[src/rtl/controle_sirene_alarme.sv]
// Alarm siren controller: arming, entry delay, time-limited siren, alarm memory
// and a saturating trigger counter. Outputs are decoded from registered state only.
module controle_sirene_alarme #(
   parameter int unsigned ENTRY_DELAY = 10,
   parameter int unsigned SIREN_TIME  = 20
) (
   input  logic       clk,
   input  logic       rst_n,
   input  logic       A,
   input  logic       ARM,
   input  logic       DISARM,
   output logic       ARMED,
   output logic       PENDING,
   output logic       SIREN,
   output logic       MEMO,
   output logic [3:0] EVENTS
);

   typedef enum logic [2:0] {
      StDisarmed,
      StArmedIdle,
      StEntry,
      StSiren,
      StMemory
   } state_e;

   localparam logic [7:0] EntryLoad = 8'(ENTRY_DELAY - 1);
   localparam logic [7:0] SirenLoad = 8'(SIREN_TIME - 1);

   state_e     state_q, state_d;
   logic [7:0] cnt_q, cnt_d;
   logic [3:0] events_q, events_d;
   logic [3:0] events_inc;

   assign events_inc = (events_q == 4'd15) ? events_q : events_q + 4'd1;

   always_ff @(posedge clk or negedge rst_n) begin
      if (!rst_n) begin
         state_q  <= StDisarmed;
         cnt_q    <= 8'd0;
         events_q <= 4'd0;
      end else begin
         state_q  <= state_d;
         cnt_q    <= cnt_d;
         events_q <= events_d;
      end
   end

   always_comb begin
      state_d  = state_q;
      cnt_d    = cnt_q;
      events_d = events_q;
      unique case (state_q)
         StDisarmed: begin
            // DISARM outranks ARM, so a coincident pair leaves us disarmed.
            if (ARM && !DISARM) begin
               state_d  = StArmedIdle;
               events_d = 4'd0;
            end
         end
         StArmedIdle, StMemory: begin
            if (DISARM) begin
               state_d = StDisarmed;
               cnt_d   = 8'd0;
            end else if (A) begin
               state_d  = StEntry;
               cnt_d    = EntryLoad;
               events_d = events_inc;
            end
         end
         StEntry: begin
            if (DISARM) begin
               state_d = StDisarmed;
               cnt_d   = 8'd0;
            end else if (cnt_q == 8'd0) begin
               state_d = StSiren;
               cnt_d   = SirenLoad;
            end else begin
               cnt_d = cnt_q - 8'd1;
            end
         end
         StSiren: begin
            if (DISARM) begin
               state_d = StDisarmed;
               cnt_d   = 8'd0;
            end else if (cnt_q == 8'd0) begin
               state_d = StMemory;
            end else begin
               cnt_d = cnt_q - 8'd1;
            end
         end
         default: begin
            state_d = StDisarmed;
            cnt_d   = 8'd0;
         end
      endcase
   end

   assign ARMED   = (state_q != StDisarmed);
   assign PENDING = (state_q == StEntry);
   assign SIREN   = (state_q == StSiren);
   assign MEMO    = (state_q == StMemory);
   assign EVENTS  = events_q;

endmodule

[config.mk]
export PLATFORM = sky130hd
export DESIGN_NAME = controle_sirene_alarme
export DESIGN_NICKNAME = d
export VERILOG_FILES = /design/src/rtl/controle_sirene_alarme.sv
export SDC_FILE = /design/constraint.sdc
export NUM_CORES = 1
export LEC_CHECK = 0
export ABC_AREA = 1
export CAP_MARGIN = 10
export CORE_MARGIN = 1.5
export CORE_UTILIZATION = 57
export CTS_CLUSTER_DIAMETER = 150
export CTS_CLUSTER_SIZE = 10
export DETAILED_ROUTE_END_ITERATION = 6
export GPL_TIMING_DRIVEN = 0
export PLACE_DENSITY = 0.84
export SKIP_LAST_GASP = 1
export SYNTH_ARGS = -nofsm -noshare
export SYNTH_HDL_FRONTEND = slang
export SYNTH_SLANG_ARGS = --single-unit
[constraint.sdc]
create_clock -name clk -period 4.1 [get_ports clk]
set_input_delay 0.82 -clock clk [delete_from_list [all_inputs] [get_ports clk]]
set_output_delay 0.82 -clock clk [all_outputs]
set_load 0.01 [all_outputs]
==> impl_metrics.sql <==
INSERT INTO impl_metrics (metric_group, metric, value, unit) VALUES
('run_status', 'status', 'finished, violations left', ''),
('run_status', 'failed_checks', 'design-rule violations', ''),
('sta', 'grt_setup_unrepaired', 'no', ''),
('yosys', 'synth_area_leaders', 'dfrtp_1, nand2_1, inv_1', ''),
('clock_network', 'cts_inserted_buffers', '3', ''),
('sta', 'final_min_period_over_clock_period', '59.3', '%'),
('clock_network', 'cts-htree-levels', '1', ''),
('yosys', 'yosysSeqAreaShare', '38.0', '%'),
('place', 'io_buffers', '12', ''),
('route', 'routed_wire_length_per_instance', '12.4', 'µm'),
('global_routing', 'first_global_vias', '878', ''),
('yosys', 'postSynthAreaPerCell', '7.27', 'µm²'),
('die', 'die-width', '44.6', 'µm'),
('power', 'cellLeakagePower', '0.613', 'nW'),
('route', 'drtPass1Iterations', '6', ''),
('route', 'viasPerCell', '5.49', ''),
('yosys', 'synth.top_cell.area_share', '38.0', '%'),
('critical_path', 'worst_setup_path_end_kind', 'primary output', ''),
('die', 'floorplan.die_area', '1990', 'µm²'),
('job', 'max-cap-violations', '0', ''),
('sta', 'worst_clock_skew', '5.42', 'ps'),
('yosys', 'post_synth_instance_area', '988', 'µm²'),
('sta', 'finalSetupViolCount', '0', ''),
('sta', 'period_needed', '2430', 'ps'),
('die', 'fp-row-count', '14', ''),
('finish', 'drive_above_1_share', '13.2', '%'),
('yosys', 'yosysMostFrequentCell', 'nand2_1', ''),
('clock_network', 'clk-insertion-delay-late', '290', 'ps'),
('global_routing', 'globalRoute.totalOverflow', '0', ''),
('route', 'vias', '922', ''),
('yosys', 'mappedNetlistNets', '143', ''),
('die', 'die_h', '44.6', 'µm'),
('place', 'hpwlAfterDp', '1560', 'µm'),
('sta', 'finalHoldViolCount', '0', ''),
('critical_path', 'worstSetupStartpointType', 'flop', ''),
('sta', 'setup-tns-final', '0', 'ps'),
('critical_path', 'critical_path_arrival', '1610', 'ps'),
('yosys', 'cell_accounting_for_the_most_synthesized_area', 'dfrtp_1', ''),
('clock_network', 'cts.sink_count', '15', ''),
('global_routing', 'wire_length_of_the_first_global_routing_pass', '3680', 'µm'),
('finish', 'area.growth.synth_to_final', '17.0', '%'),
('sta', 'fmaxAchievable', '411', 'MHz'),
('yosys', 'synth_ff_type', 'dfrtp_1', ''),
('clock_network', 'cts_resized', '0', ''),
('route', 'wirelength_met1', '933', 'µm'),
('finish', 'final_cell_area', '1160', 'µm²'),
('finish', 'layout.area.seq', '375', 'µm²'),
('yosys', 'synth_common_cells', 'nand2_1, dfrtp_1, inv_1, nand3_1, nor2_1', ''),
('route', 'detail-route-antenna-nets', '0', ''),
('global_routing', 'grt_antenna_before_repair', '0', ''),
('clock_network', 'post-cts-setup-buffer-count', '0', ''),
('global_routing', 'maximum_number_of_pins_on_one_net_before_global_route_repair', '16', ''),
('finish', 'multiInputGateArea', '546', 'µm²'),
('place', 'dpl-instance-area', '1130', 'µm²'),
('power', 'cellPowerDensity', '794', 'nW/µm²'),
('route', 'remaining_drc_errors', '1', ''),
('global_routing', 'grt_usage', '25.4', '%'),
('power', 'vdd_ir_drop_max', '456', 'µV'),
('clock_network', 'cts_tree', 'yes', ''),
('finish', 'fillers', '130', ''),
('critical_path', 'criticalPathCategory', 'flop to primary output', ''),
('clock_network', 'max-clock-path-buffers', '2', ''),
('sta', 'tightestPinTransition', '690', 'ps'),
('route', 'top_layer_used', 'met4', ''),
('route', 'drt_iter0_drc', '33', ''),
('sta', 'max_slew_margin', '53.9', '%'),
('sta', 'drv_slew', '0', ''),
('critical_path', 'worst-path-max-fanout', '6', ''),
('clock_network', 'hold_buf_cts', '0', ''),
('die', 'fp.coreArea', '1560', 'µm²'),
('clock_network', 'clk_transition_reported_paths', '100', 'ps');
critical path: stages (launching register included):
cell and delay, ps:
dfrtp_1 460, nor2_2 190, nand2_2 150, clkdlybuf4s50_1 510
final cells by class:
cell class	instances	area share, %
Sequential cell	15	32.5
Inverter	18	5.84
Multi-Input combinational cell	103	47.2
Clock buffer	3	1.95
Clock inverter	1	0.433
Tap cell	16	1.73
Timing Repair Buffer	12	10.4
cell families after synthesis:
group | after synthesis | synth area share [%]
AOI/OAI and AO/OA | 16 | 8.99
xor gates and xnor gates | 4 | 3.54
adders and majority gates | 2 | 2.53
buffers and inverters | 18 | 6.83
DFF | 15 | 38.0
and+or+nand+nor | 81 | 40.1
routing by layer:
metal	global-route usage [%]	vias up
met5	0	-
met3	4.08	5
met4	8.48	0
li1	-	468
met2	44.1	27
met1	31.6	422
sequential cells by signal, indices dropped and copies added, names as in the netlist:
signal / count
cnt_q: 8
EVENTS: 4
state_q: 3
stage by stage:
stage                     instances  hold WS [ps]  setup slack [ps]  util, %
after floorplan                 136           465              2550        -
after global placement          164           490              1860     72.4
after detailed placement        164           504              1880     72.4
after CTS                       168           530              1660     74.2
after global routing            168           562              1600     74.2
final                           168           532              1670     74.2
cells in the final DEF, fill, tap and decap left out, drive strengths merged:
cell type	instances
inv	18
nand2	50
clkbuf	3
xor2	2
nand4	3
clkdlybuf4s50	12
nand3b	2
xnor2	2
nor2	12
nand3	12
o21ai	11
nor3	2
dfrtp	15
a21oi	4
clkinv	1
o22ai	1
ha	2
path summary, 6_finish.rpt:
kind,slack [ps],endpoint,from,cells past startpoint
worst max-delay path,1670,ARMED,state_q[2],3
max in group asynchronous,2720,cnt_q[7],rst_n,1
worst min register to register,530,EVENTS[1],EVENTS[1],2
worst min-delay path,530,EVENTS[1],EVENTS[1],2
min in group asynchronous,940,state_q[0],rst_n,1
worst max register to register,2490,cnt_q[0],cnt_q[0],9
where the power goes:
| part | internal (W) | leakage, nW | total, W | switching [W] |
|---|---|---|---|---|
| clock | 0.0000362 | 0.0177 | 0.0000868 | 0.0000505 |
| combinational | 0.000220 | 0.394 | 0.000578 | 0.000358 |
| sequential | 0.000201 | 0.201 | 0.000253 | 0.0000527 |
Power figures use the tool's default switching activity.
